## src/rtl/mask_serializer_ctrl_if.sv

```systemverilog
// Row-source and serializer signals of the mask serializer controller.
// master is the controller side; slave is the row source plus serializer side.
interface mask_serializer_ctrl_if #(
  parameter int WIDTH = 640
) ();
  logic             row_valid;
  logic [WIDTH-1:0] row_data;
  logic             row_ready;
  logic [WIDTH-1:0] DIN;
  logic             load;
  logic             next;
  logic             done;
  logic [1:0]       ser_resolution;

  modport master (
    input  row_valid, row_data, done,
    output row_ready, DIN, load, next, ser_resolution
  );

  modport slave (
    output row_valid, row_data, done,
    input  row_ready, DIN, load, next, ser_resolution
  );
endinterface

```

## src/rtl/mask_serializer_ctrl.sv

```systemverilog
// Frame controller: accepts rows one at a time, hands each one to the serializer,
// waits for its end-of-row, and counts rows until the frame for the latched resolution is done.
module mask_serializer_ctrl #(
  parameter int IP_CHANNEL_WIDTH = 640,
  parameter int stepSel0         = 16,
  parameter int stepSel1         = 32,
  parameter int stepSel2         = 54,
  parameter int ROWS_SEL0        = 16,
  parameter int ROWS_SEL1        = 32,
  parameter int ROWS_SEL2        = 54,
  parameter int TIMEOUT_SLACK    = 4
) (
  input  logic        clk,
  input  logic        rst_n,
  input  logic        start,
  input  logic [1:0]  imageResolution,
  output logic        busy,
  output logic        frame_done,
  output logic [15:0] row_count,
  output logic [1:0]  err,
  mask_serializer_ctrl_if.master bus
);

  typedef enum logic [2:0] {
    IDLE, WAIT_ROW, LOAD, GAP, SHIFT, ROW_END, ERROR
  } state_t;

  state_t                      state_q, state_d;
  logic [1:0]                  res_q;
  logic [15:0]                 shift_cnt;
  logic [15:0]                 shift_lim;
  logic [15:0]                 rows_lim;
  logic [IP_CHANNEL_WIDTH-1:0] din_q;
  logic                        valid_start;
  logic                        shift_timeout;
  logic                        last_row;

  // Resolution 3 is rejected at start, so it never reaches res_q.
  always_comb begin
    case (res_q)
      2'd0:    begin shift_lim = 16'(stepSel0 + TIMEOUT_SLACK); rows_lim = 16'(ROWS_SEL0); end
      2'd1:    begin shift_lim = 16'(stepSel1 + TIMEOUT_SLACK); rows_lim = 16'(ROWS_SEL1); end
      default: begin shift_lim = 16'(stepSel2 + TIMEOUT_SLACK); rows_lim = 16'(ROWS_SEL2); end
    endcase
  end

  assign valid_start   = start && (imageResolution != 2'd3);
  assign shift_timeout = (shift_cnt == shift_lim - 16'd1);
  assign last_row      = (row_count == rows_lim);

  always_ff @(posedge clk or negedge rst_n) begin
    if (!rst_n) state_q <= IDLE;
    else        state_q <= state_d;
  end

  always_comb begin
    // NOTE: state_d gets a default before the case so no path leaves it unassigned (no latch).
    state_d = state_q;
    case (state_q)
      IDLE, ERROR: if (valid_start) state_d = WAIT_ROW;
      WAIT_ROW:    if (bus.row_valid) state_d = LOAD;
      LOAD:        state_d = GAP;
      GAP:         state_d = SHIFT;
      SHIFT: begin
        if (bus.done)          state_d = ROW_END;
        else if (shift_timeout) state_d = ERROR;
      end
      ROW_END:     state_d = last_row ? IDLE : WAIT_ROW;
      default:     state_d = IDLE;
    endcase
  end

  always_ff @(posedge clk or negedge rst_n) begin
    if (!rst_n) begin
      // NOTE: every register here is reset because a reset must clear all visible outputs.
      res_q     <= 2'd0;
      row_count <= 16'd0;
      err       <= 2'b00;
      shift_cnt <= 16'd0;
      din_q     <= '0;
    end else begin
      case (state_q)
        IDLE, ERROR: begin
          if (start && imageResolution == 2'd3) begin
            err[0] <= 1'b1;
          end else if (start) begin
            res_q     <= imageResolution;
            row_count <= 16'd0;
            err       <= 2'b00;
          end
        end
        WAIT_ROW: if (bus.row_valid) din_q <= bus.row_data;
        GAP:      shift_cnt <= 16'd0;
        SHIFT: begin
          shift_cnt <= shift_cnt + 16'd1;
          if (bus.done)           row_count <= row_count + 16'd1;
          else if (shift_timeout) err[1]    <= 1'b1;
        end
        default: ;
      endcase
    end
  end

  // All strobes are decoded from the state register, so load and next can never overlap.
  assign bus.row_ready      = (state_q == WAIT_ROW);
  assign bus.load           = (state_q == LOAD);
  assign bus.next           = (state_q == SHIFT);
  assign bus.DIN            = din_q;
  assign bus.ser_resolution = res_q;
  assign busy               = (state_q != IDLE) && (state_q != ERROR);
  assign frame_done         = (state_q == ROW_END) && last_row;

endmodule

```

## src/flat_wrapper.sv

```systemverilog
// flat-port wrapper written by rule: the top's interface ports become plain ports
module mask_serializer_ctrl_flat 
#(
  parameter int IP_CHANNEL_WIDTH = 640,
  parameter int stepSel0         = 16,
  parameter int stepSel1         = 32,
  parameter int stepSel2         = 54,
  parameter int ROWS_SEL0        = 16,
  parameter int ROWS_SEL1        = 32,
  parameter int ROWS_SEL2        = 54,
  parameter int TIMEOUT_SLACK    = 4
)
  (clk, rst_n, start, imageResolution, busy, frame_done, row_count, err, bus_row_valid, bus_row_data, bus_done, bus_row_ready, bus_DIN, bus_load, bus_next, bus_ser_resolution);
  mask_serializer_ctrl_if #(.WIDTH((640))) bus_i ();
  input  logic clk;
  input  logic rst_n;
  input  logic start;
  input  logic [1:0] imageResolution;
  output logic busy;
  output logic frame_done;
  output logic [15:0] row_count;
  output logic [1:0] err;
  input wire logic [$bits(bus_i.row_valid)-1:0] bus_row_valid;
  input wire logic [$bits(bus_i.row_data)-1:0] bus_row_data;
  input wire logic [$bits(bus_i.done)-1:0] bus_done;
  output wire logic [$bits(bus_i.row_ready)-1:0] bus_row_ready;
  output wire logic [$bits(bus_i.DIN)-1:0] bus_DIN;
  output wire logic [$bits(bus_i.load)-1:0] bus_load;
  output wire logic [$bits(bus_i.next)-1:0] bus_next;
  output wire logic [$bits(bus_i.ser_resolution)-1:0] bus_ser_resolution;
  assign bus_i.row_valid = bus_row_valid;
  assign bus_i.row_data = bus_row_data;
  assign bus_i.done = bus_done;
  assign bus_row_ready = bus_i.row_ready;
  assign bus_DIN = bus_i.DIN;
  assign bus_load = bus_i.load;
  assign bus_next = bus_i.next;
  assign bus_ser_resolution = bus_i.ser_resolution;
  mask_serializer_ctrl #(.IP_CHANNEL_WIDTH(IP_CHANNEL_WIDTH), .stepSel0(stepSel0), .stepSel1(stepSel1), .stepSel2(stepSel2), .ROWS_SEL0(ROWS_SEL0), .ROWS_SEL1(ROWS_SEL1), .ROWS_SEL2(ROWS_SEL2), .TIMEOUT_SLACK(TIMEOUT_SLACK)) u_core (.clk(clk), .rst_n(rst_n), .start(start), .imageResolution(imageResolution), .busy(busy), .frame_done(frame_done), .row_count(row_count), .err(err), .bus(bus_i));
endmodule
```

## config.mk

```make
export PLATFORM = sky130hd
export DESIGN_NAME = mask_serializer_ctrl_flat
export DESIGN_NICKNAME = d
export VERILOG_FILES = /design/src/rtl/mask_serializer_ctrl_if.sv /design/src/rtl/mask_serializer_ctrl.sv /design/src/flat_wrapper.sv
export SDC_FILE = /design/constraint.sdc
export NUM_CORES = 1
export LEC_CHECK = 0
export CELL_PAD_IN_SITES_DETAIL_PLACEMENT = 1
export CELL_PAD_IN_SITES_GLOBAL_PLACEMENT = 2
export CORE_AREA = 10 10 505 507
export CTS_BUF_LIST = sky130_fd_sc_hd__clkbuf_8 sky130_fd_sc_hd__clkbuf_16
export DETAILED_ROUTE_END_ITERATION = 7
export DIE_AREA = 0 0 515 517
export PLACE_DENSITY_LB_ADDON = 0.2
export SYNTH_ARGS = -nofsm -noshare
export SYNTH_HDL_FRONTEND = slang
export SYNTH_SLANG_ARGS = --single-unit
```

## constraint.sdc

```tcl
create_clock -name clk -period 2.8 [get_ports clk]
set_clock_uncertainty 0.2 [all_clocks]
set_input_delay 0.84 -clock clk [delete_from_list [all_inputs] [get_ports clk]]
set_output_delay 0.84 -clock clk [all_outputs]
set_load 0.05 [all_outputs]
```

# Word level (Yosys, flattened, before mapping)
# Cells that the tools add are included.
# totals
ff_bits,679
input_bits,647
output_inout_bits,665
elab_cells,67
# classes
n_addsub,3
n_eq_ne,20
muxes,19
bitwise_logic,1
reduce_logical,17
# op_table
op,n
case mux 16 bit (2 select lines),2
2-to-1 mux 16 bit,3
adder 16 x 1 -> 16 bit (second input constant),2
case mux 6 bit (2 select lines),2
case mux 3 bit (6 select lines),1
== test 16 bit,1
== test 16 x 6 -> 1 bit,1
2-to-1 mux 3 bit,4
!= test 2 bit (second input constant),6
== test 3 bit (second input constant),3
subtractor 6 x 1 -> 7 bit (second input constant),1
== test 3 x 2 -> 1 bit (second input constant),2
AND reduction 3 bit,2
nonzero test 2 bit,3
2-to-1 mux 1 bit,5
AND reduction 5 bit,1
logical AND 1 bit,4
!= test 2 x 1 -> 1 bit (second input constant),2
AND reduction 2 bit,2
AND reduction 4 bit,1
== test 3 x 1 -> 1 bit (second input constant),1
logical NOT 3 bit,1
!= test 3 x 2 -> 1 bit (second input constant),1
!= test 3 bit (second input constant),1
8 further kinds,8

# Longest topological paths before layout
# Gate-level depths: netlist of run 1.
# logic_depth
depth_word,7
mapped_depth,8
mapped_depth_nobuf,5

# Worst setup path before layout of run 1
# OpenSTA, ideal clock, no wires.
# synth_timing
path_type,register to output
start,register u_core.row_count[2]
end,output port frame_done
arrival_ns,1.810
t_required_ns,1.760
path_slack_ns,-0.050
path_stages_with_launch,4
path_cell_list,dfrtp_1 or3_1 a221oi_1 and3_1
# synth_via
elab_chain_cells,2
# synth_rtl
element,line_no,text
start: declaration,mask_serializer_ctrl.sv:19,"output logic [15:0] row_count,"
start signal: assignment,mask_serializer_ctrl.sv:96,if (bus.done) row_count <= row_count + 16'd1;
== test 16 x 6 -> 1 bit,mask_serializer_ctrl.sv:49,assign last_row = (row_count == rows_lim);
logical AND 1 bit,mask_serializer_ctrl.sv:111,assign frame_done = (state_q == ROW_END) && last_row;
end: declaration,flat_wrapper.sv:20,output logic frame_done;
# No other way between the ends.

# Final worst setup path of run 1
# layout_timing
start,register u_core.row_count[12]
end,output port frame_done
# Same word-level chain as after synthesis.

==> results of run 1 <==
worst paths after layout:
check                                     start                   to  slack, ps
setup / recovery           u_core.row_count[12]           frame_done       -620
hold / removal              u_core.bus.DIN[491]  u_core.bus.DIN[491]        280
setup reg to reg              u_core.state_q[1]  u_core.bus.DIN[247]        470
hold reg to reg             u_core.bus.DIN[491]  u_core.bus.DIN[491]        280
max in group asynchronous                 rst_n  u_core.bus.DIN[310]        940
min in group asynchronous                 rst_n  u_core.bus.DIN[473]        420
cell type report:
class                           count  area (sq um)  area share [%]
Clock inverter                     55           424           0.907
Tap cell                         3220          4030            8.62
Inverter                            9          43.8          0.0937
Antenna cell                       43           108           0.230
Clock buffer                      126          2870            6.14
Timing Repair Buffer             1443         13700            29.4
Multi-Input combinational cell    839          8530            18.2
Sequential cell                   679         17000            36.4
per-layer routing:
| layer | global-route usage, % | vias up |
|---|---|---|
| met5 | 0 | - |
| met4 | 3.61 | 50 |
| met3 | 6.86 | 285 |
| met2 | 19.7 | 963 |
| met1 | 11.5 | 10000 |
| li1 | - | 8772 |
kinds of logic (layout without fill, tap and decap cells):
kind of cell / Yosys count / in the layout
flops: 679 / 679
mux: 650 / 650
simple gates: 120 / 120
buf+inv: 92 / 1633
compound gates: 65 / 65
fa+ha+maj: 2 / 2
xor+xnor: 2 / 2
other cells: 0 / 43
sequential cells by signal (all words and copies together), names as in the netlist:
| name | flops |
|---|---|
| u_core.bus.DIN | 640 |
| u_core.bus.ser_resolution | 2 |
| u_core.err | 2 |
| u_core.row_count | 16 |
| u_core.shift_cnt | 16 |
| u_core.state_q | 3 |
layout by cell type, fill, tap and decap left out, drive strengths merged, types with 9 or more instances in the layout:
master         Yosys  final
o21ai             13     13
clkbuf             1    127
clkdlybuf4s50      0    645
dlygate4sd2        0    231
nand4              9      9
dfrtp            679    679
diode              0     43
mux2             642    642
or4               10     10
inv                9     49
nand3             14     14
o31ai             12     12
nor2              14     14
buf               82    407
nand2             31     31
a21oi             14     14
clkdlybuf4s15      0    158
clkinv             0     10
through the flow:
step                instance area (sq um)  setup TNS (ps)  power (uW)
floorplan                           26100               0       39600
global placement                    43300          -25320       56000
detailed placement                  43300          -27130       56200
CTS                                 46600           -1390       68200
global route                        46700           -1330       70000
finish                              46700            -740       66300
cells in the mapped netlist, types with 3 or more instances:
cell type / count / share of area (%)
nor4_1: 5 / 0.12
o31ai_1: 12 / 0.34
nand3_1: 14 / 0.27
mux2_1: 601 / 26
buf_2: 12 / 0.23
nor3_1: 7 / 0.13
and2_1: 3 / 0.072
nor2_1: 13 / 0.19
nand2b_1: 5 / 0.12
a21oi_1: 14 / 0.27
o22ai_1: 3 / 0.072
dfrtp_1: 679 / 65
o21ai_0: 5 / 0.096
nand2_1: 31 / 0.45
o21ai_1: 8 / 0.15
mux2i_1: 8 / 0.31
or4_1: 10 / 0.29
inv_1: 7 / 0.10
buf_6: 12 / 0.52
o211ai_1: 4 / 0.11
mux2_2: 41 / 1.8
buf_4: 57 / 1.6
nand4_1: 9 / 0.22
and3_1: 5 / 0.12
or3_1: 4 / 0.096
worst reg2reg max path, stage by stage (launching register included):
cell and delay [ps]:
dfrtp_2 450, buf_4 160, nor3_4 180, buf_4 130, and2_4 180, buf_12 210
buf_12 340, mux2_1 380
report_power, final:
part           leakage [uW]  switching [uW]  total [uW]  internal [uW]
combinational       0.00973           25800       36300          10500
sequential          0.00812            2640       17300          14700
clock               0.00176            5180       12700           7560
what timing repair did:
action / CTS / global route
buffers inserted: 14 / 3
endpoints found under the setup margin: 395 / 7
endpoints found under the hold margin: 16 / 0
pin swaps: 6 / 2
resized for setup: 633 / 2
hold buffers: 1 / 0
==> reports/metrics.cfg, run 1 <==
[timing]
worst_slew_margin_rel_pct=48.4
setup_viol=2
worst_slew_pin_slew_ps=774
fin_crit_sh_pct=122
rsz0062_at_grt=yes
drv_slew=0
fmax_ghz=0.292
hold_slack_ps=275
worst_slack_ps=-625
hold_viol=0
period_needed_ps=3420

[routing]
wl_per_cell_microns=24.9
wl_met3_microns=20500
wl_met2_microns=79300
wl_microns=160000
top_layer_used=met5
num_vias=20100
ant_nets=0
remaining_drc_errors=0
viasPerCell=3.13
detail_route.iter0.violations=617
first_pass_iters=4
wl_met1_microns=55700

[setup_path]
cp.required_ps=1760
max_stage_delay_ps=380
cp_num_cells=7
cp_cell_sequence=nor4_2, buf_4, nand4_1, a221oi_2, buf_4, and3_4, buf_12
path_buf_inv=3
cp_max_fo=2
slowest_stage=dfrtp_1
start_kind=flop
critPathCaptureType=output pin
cp.arrival_ps=2380
rr_worst_depth=7
crit_top_cell=buf_4
cp_top_family=simple AND/OR/NAND/NOR gates
worstSetupPathType=flop to output pin

[placed_design]
dp.final_hpwl_microns=133000
dp_slack_ps=-132
routabilityCongestion=0.766
placed_cells=6172
io_buffers=1311

[synth]
netlist-cell-type-count=58
yosysWarningCount=0
ys_async_sr_fraction_pct=100
synth_top_family_by_area=multiplexers
synthMuxAreaShare_pct=28.0
synth_compound_area_share_pct=1.68
ys.flop_type=dfrtp_1
synth-edff-count=0
synth-simple-area-share_pct=2.55
avgSynthCellArea_sq_um=16.2
yosys.area_share.adder_pct=0.0958
synth_cells=1610
synth_xor_area_share_pct=0.0958
synth_nets=2259
ys_ff_latch=679
syn_area_sq_mm=0.0261
seq_area_frac_synth_pct=65.1

[grt]
grt_max_degree=116
grt_pass1_vias=22400
grt_use_total_pct=11.4
antenna_found_initial=114
grt_pass1_wl_microns=211000
gr-total-overflow=0

[outcome]
status=finished with violations
violations=negative setup slack

[layout]
area_delta_synth_final_pct=78.9
layoutNonFillerInstCount=6414
final_util_pct=19.1
drive_gt1_share_pct=21.5
nFillCells=27300
finish.net_count=3720

[flow_run]
drv_cap=0

[power_and_ir_drop]
p_leak_uw=0.0196
ir_drop_mv=0.617
power_density_mw_per_mm2=1420

[clocking]
numCtsBuffers=99
clkTransAtPathRegs_ps=50
ctsHtreeMaxLevel=3
root_buffer=clkbuf_16
ctsLongestPathBuffers=3
cts.sinks=679
cts_tree=built
clk_latency_ps=700

[floorplanning]
initial_core_util_pct=10.7
die_x_microns=515
die_area_sq_mm=0.266
coreArea_sq_mm=0.245
ioPinCount=1312
fp-row-count=182
die_y_microns=517

[min_path]
holdCritPathClass=flop to flop
holdPathStages=1

No activity file was read; power rests on OpenSTA's default activity.
==> run 2: changes to the inputs <==
Settings changed: CELL_PAD_IN_SITES_GLOBAL_PLACEMENT 2 to 1, CORE_AREA 10 10 505 507 to 10 10 506 508, DIE_AREA 0 0 515 517 to 0 0 516 518, HOLD_SLACK_MARGIN set to 0.1.
==> run 2 against run 1 <==
The run still ends with negative setup slack left. Fmax grew 0.36%. Register-to-register slack got worse by 240 ps. Highest routed layer unchanged. Largest power group unchanged. Clock-buffer cell count is 2 lower. Final cell count decreased by 0.14%. Global-route usage rose by 1.1 points. Die area rose by 0.39%. Combinational power hardly changed. Worst setup slack improved by 12 ps. Core utilization decreased by 0.060 points. Critical endpoint unchanged. Sequential power about the same. Wire length increased by 9.0%.
==> reports/metrics.cfg, run 2 (same netlist as run 1, synthesis figures left out) <==
[layout]
regArea_sq_mm=0.0170  ; about the same
nFillCells=27500  ; +0.53%
largest_register_ffs=640  ; unchanged
final_util_pct=19.0  ; -0.060 points
drive_gt1_share_pct=22.6  ; +1.2 points
multi_input_area_sq_mm=0.00854  ; +0.16%
finish.net_count=3715  ; -0.13%
area_delta_synth_final_pct=78.9  ; about the same
layout_common_cells=dfrtp_1 (678), clkdlybuf4s50_1 (645), mux2_1 (601)
final_common_cell=dfrtp_1

[power_and_ir_drop]
pwr-share-clk_pct=19.7  ; +0.5 points
intPower_uw=33000  ; +0.72%
p_leak_uw=0.0195  ; -0.41%
power.share.sequential_pct=26.2  ; about the same
ir_drop_mv=0.664  ; +7.5%
p_sw_uw=33900  ; +0.90%
comb_power_share_pct=54.1  ; -0.6 points
switching_share_pct=50.7  ; about the same
power_density_mw_per_mm2=1430  ; +0.84%

[routing]
ant_nets=0  ; unchanged
detail_route.iter0.violations=658  ; +6.6%
first_pass_iters=4  ; unchanged
viasPerCell=3.20  ; +2.1%
remaining_drc_errors=0  ; unchanged
wl_per_cell_microns=27.2  ; +9.2%
wl_microns=174000  ; +9.0%
num_vias=20500  ; +2.0%

[timing]
drv_slew=0  ; unchanged
fin_crit_sh_pct=122  ; -0.44 points
hold_slack_ps=275  ; -0.245 ps
worst_slack_ps=-612  ; +12.4 ps
worst_slew_pin_slew_ps=597  ; -177 ps
rsz0062_at_grt=yes
hold_viol=0  ; unchanged
setup_viol=5  ; +3
fmax_ghz=0.293  ; +0.36%
period_needed_ps=3410  ; -12.4 ps
fin_tns_setup_ps=-1090  ; -346 ps
worst_slew_margin_rel_pct=60.3  ; +12 points

[clocking]
cts_tree=built
clk_latency_ps=740  ; +40 ps
ctsLongestPathBuffers=3  ; unchanged
ctsHtreeMaxLevel=3  ; unchanged
numCtsBuffers=99  ; unchanged
cts.sinks=679  ; unchanged
clkTransAtPathRegs_ps=50  ; about the same
root_buffer=clkbuf_16

[setup_path]
slowest_stage=dfrtp_1
cp_max_fo=8  ; +6
cp_cell_sequence=or3_1, a221oi_2, buf_4, and3_4, buf_12
path_buf_inv=2  ; -1
cp.required_ps=1760  ; about the same
critPathCaptureType=output pin
start_kind=flop
worstSetupPathType=flop to output pin
cp_top_family=simple AND/OR/NAND/NOR gates
max_stage_delay_ps=470  ; +90 ps
cp.arrival_ps=2370  ; about the same

[outcome]
status=finished with violations
violations=negative setup slack

[grt]
grt_pass1_vias=22400  ; -0.071%
grt_use_total_pct=12.5  ; +1.1 points
grt_pass1_wl_microns=228000  ; +8.0%
gr-total-overflow=0  ; unchanged
antenna_found_initial=137  ; +20%
grt_max_degree=76  ; -34%

[floorplanning]
die_area_sq_mm=0.267  ; +0.39%
die_x_microns=516  ; +0.19%
fp-row-count=182  ; unchanged
coreArea_sq_mm=0.245  ; +0.28%
ioPinCount=1312  ; unchanged
die_y_microns=518  ; +0.19%
initial_core_util_pct=10.6  ; -0.030 points

[placed_design]
dp_slack_ps=-219  ; -86.8 ps
io_buffers=1311  ; unchanged
routabilityCongestion=0.761  ; -0.60%
dp.final_hpwl_microns=147000  ; +10%

[flow_run]
drv_cap=0  ; unchanged

[min_path]
holdCritPathClass=flop to flop

[run 2: cell types whose count changed in the layout (fill, tap and decap cells not counted), moves of 3 or more]
cell / before / now
clkdlybuf4s15_1: 95 / 118
bufinv_16: 4 / 8
clkdlybuf4s15_2: 63 / 60
clkinvlp_4: 1 / 6
clkbuf_2: 1 / 24
dlygate4sd2_1: 231 / 177
buf_4: 360 / 367
inv_1: 43 / 31
[run 2: power groups by stage]
stage | Sequential, uW | Combinational (uW) | Clock, uW
after floorplan | 33800 | 5730 | 0
after global placement | 17700 | 38500 | 0
after detailed placement | 17800 | 38600 | 0
after CTS | 17600 | 37300 | 13900
after global routing | 18200 | 38000 | 14200
final | 17500 | 36200 | 13200
[run 2: layer usage]
metal,wire length [microns],global-route usage (%)
met5,489,0
met4,3200,2.08
met3,23800,7.92
met2,83300,21.3
met1,63600,13.1
[run 2: worst register-to-register path, delay by kind of cell (launching register included)]
| family | cells | cell delay (ps) |
|---|---|---|
| simple gates | 2 | 630 |
| buf+inv | 5 | 810 |
| mux | 1 | 370 |
| flops | 1 | 390 |
[run 2: worst paths after layout]
path                                              start                   to  cells past startpoint  slack, ps
setup / recovery           u_core.bus.ser_resolution[1]           frame_done                      5       -610
hold / removal                      u_core.bus.DIN[207]  u_core.bus.DIN[207]                      1        280
setup reg to reg                      u_core.state_q[0]  u_core.bus.DIN[254]                      8        230
hold reg to reg                     u_core.bus.DIN[207]  u_core.bus.DIN[207]                      1        280
max in group asynchronous                         rst_n   u_core.bus.DIN[58]                      4       1020
min in group asynchronous                         rst_n  u_core.bus.DIN[500]                      2        380
[run 2: cell type report]
cell class | instances | share of cell area (%)
Antenna cell | 41 | 0.220
Clock buffer | 124 | 6.04
Clock inverter | 55 | 1.25
Inverter | 9 | 0.0937
Multi-Input combinational cell | 839 | 18.3
Sequential cell | 679 | 36.4
Tap cell | 3220 | 8.62
Timing Repair Buffer | 1438 | 29.1
[run 2: what timing repair did]
item / CTS / global route
pin swaps: 6 / 1
gates resized for setup: 623 / 71
buffers inserted: 11 / 0
endpoints found under the setup margin: 389 / 67
hold buffers: 1 / 0
hold endpoints to repair: 82 / 0
[run 2: per-stage QoR]
step	cell area, sq um	instances	total power (uW)
final	46700	6405	66900
after global routing	46600	6367	70500
after CTS	46700	6364	68800
after detailed placement	43300	6173	56400
after global placement	43300	6173	56100
after floorplan	26100	1610	39600
==> run 3: changes to the inputs <==
Settings changed: GPL_TIMING_DRIVEN set to 0.
==> run 3 against run 2 <==
Largest power group unchanged. Final cell count down 0.42%. Worst setup slack gained 69 ps. Via count down 0.11%. Power is 0.87% lower. Core utilization rose by 0.092 points. Clock power shrank 4%. Fmax up 2.1%. Sequential power hardly changed. The flow still finishes with violations (negative setup slack). Highest routed layer unchanged. First-iteration DRC count down 16%.
==> reports/metrics.cfg, run 3 (same netlist as run 1, synthesis figures left out) <==
[setup_path]
cp_max_fo=6  ; -2
cp_cell_sequence=or3_4, a221oi_4, and3_4, buf_12
max_stage_delay_ps=450  ; -20 ps
cp.required_ps=1760  ; about the same
slowest_stage=dfrtp_2
cp.arrival_ps=2300  ; -70 ps
worstSetupPathType=flop to output pin
critPathCaptureType=output pin
start_kind=flop

[floorplanning]
initial_core_util_pct=10.6  ; unchanged
ioPinCount=1312  ; unchanged
fp-row-count=182  ; unchanged
die_y_microns=518  ; unchanged
die_x_microns=516  ; unchanged
die_area_sq_mm=0.267  ; unchanged
coreArea_sq_mm=0.245  ; unchanged

[layout]
finish.net_count=3693  ; -0.59%
final_common_cell=dfrtp_1
layout_common_cells=dfrtp_1 (671), clkdlybuf4s50_1 (645), mux2_1 (601)
final_util_pct=19.1  ; +0.092 points
nFillCells=27500  ; +0.22%
drive_gt1_share_pct=19.6  ; -3.1 points
largest_register_ffs=640  ; unchanged
area_delta_synth_final_pct=79.7
layoutNonFillerInstCount=6378  ; -0.42%

[grt]
grt_use_total_pct=12.8  ; +0.32 points
grt_pass1_vias=22400  ; -0.062%
grt_pass1_wl_microns=232000  ; +1.8%
gr-total-overflow=0  ; unchanged
grt_max_degree=96  ; +26%
antenna_found_initial=139  ; +1.5%

[timing]
hold_slack_ps=278  ; +2.43 ps
worst_slew_margin_rel_pct=45.3  ; -15 points
drv_slew=0  ; unchanged
fin_tns_setup_ps=-878  ; +208 ps
setup_viol=3  ; -2
worst_slack_ps=-543  ; +69.0 ps
fin_crit_sh_pct=119  ; -2.5 points
period_needed_ps=3340  ; -69.0 ps
hold_viol=0  ; unchanged
fmax_ghz=0.299  ; +2.1%
rsz0062_at_grt=yes
worst_slew_pin_slew_ps=817  ; +220 ps

[clocking]
clk_latency_ps=730  ; about the same
root_buffer=clkbuf_16
cts_tree=built
clkTransAtPathRegs_ps=60  ; about the same
numCtsBuffers=96  ; -3.0%
ctsLongestPathBuffers=3  ; unchanged
ctsHtreeMaxLevel=3  ; unchanged
cts.sinks=679  ; unchanged

[outcome]
status=finished with violations
violations=negative setup slack

[placed_design]
placed_cells=6149  ; -0.39%
routabilityCongestion=0.759  ; -0.33%
dp.final_hpwl_microns=151000  ; +2.5%
io_buffers=1311  ; unchanged

[power_and_ir_drop]
ir_drop_mv=0.480  ; -28%
power_density_mw_per_mm2=1410  ; -1.3%
p_leak_uw=0.0194  ; -0.86%
finalPower_uw=66300  ; -0.87%

[routing]
first_pass_iters=4  ; unchanged
detail_route.iter0.violations=553  ; -16%
wl_microns=178000  ; +2.4%
ant_nets=0  ; unchanged
viasPerCell=3.21  ; +0.31%
num_vias=20500  ; -0.11%
wl_per_cell_microns=28.0  ; +2.8%
remaining_drc_errors=0  ; unchanged

[min_path]
holdCritPathClass=flop to flop

[flow_run]
drv_cap=0  ; unchanged

[run 3: area by class of cell]
type	instances	area, sq um	area share, %
timing repair buffer	1337	13300	28.4
inverter	9	46.3	0.0986
sequential	679	17000	36.2
buffer	82	661	1.41
antenna	38	95.1	0.203
tap	3220	4030	8.58
clock buffer	123	2790	5.93
clock inverter	51	449	0.957
multi-input combinational	839	8560	18.2
[run 3: timing repair]
action,CTS,global route
setup buffers,11,4
cloned,0,2
resized for setup,1417,56
pin swaps,5,5
setup endpoints to repair,1305,233
endpoints found under the hold margin,44,0
hold buffers,1,0
[run 3: routing by layer]
layer	wire length (microns)	track usage, %
met5	502	0
met3	25400	8.10
met1	63300	13.4
met4	4200	2.61
met2	85100	21.8
[run 3: stage by stage]
step                      cell area (sq um)  setup WS, ps
final                                 46900          -543
after global routing                  46900          -709
after CTS                             46800          -677
after detailed placement              43500         -1140
after global placement                43300        -36650
after floorplan                       26100          68.9
[run 3: final timing paths]
kind                                      from                   to  slack, ps  cells past startpoint
setup / recovery           u_core.row_count[2]           frame_done       -540                      4
hold / removal             u_core.bus.DIN[156]  u_core.bus.DIN[156]        280                      1
setup reg to reg             u_core.state_q[1]  u_core.bus.DIN[229]        170                      7
hold reg to reg            u_core.bus.DIN[156]  u_core.bus.DIN[156]        280                      1
max in group asynchronous                rst_n  u_core.bus.DIN[394]        190                      5
min in group asynchronous                rst_n        u_core.err[1]        410                      2
[run 3: critical path, delay by kind of cell, from the launching register on]
kind                   cells  cell delay (ps)
buffers and inverters      1              140
flip-flops                 1              450
AND/OR/NAND/NOR            2              660
AO/OA/AOI/OAI              1              320
[run 3: report_power, final]
part           total, uW  internal, uW  switching [uW]
registers          17300         14700            2620
logic              36300         10100           26300
clock network      12700          7440            5220
total              66300         32200           34100
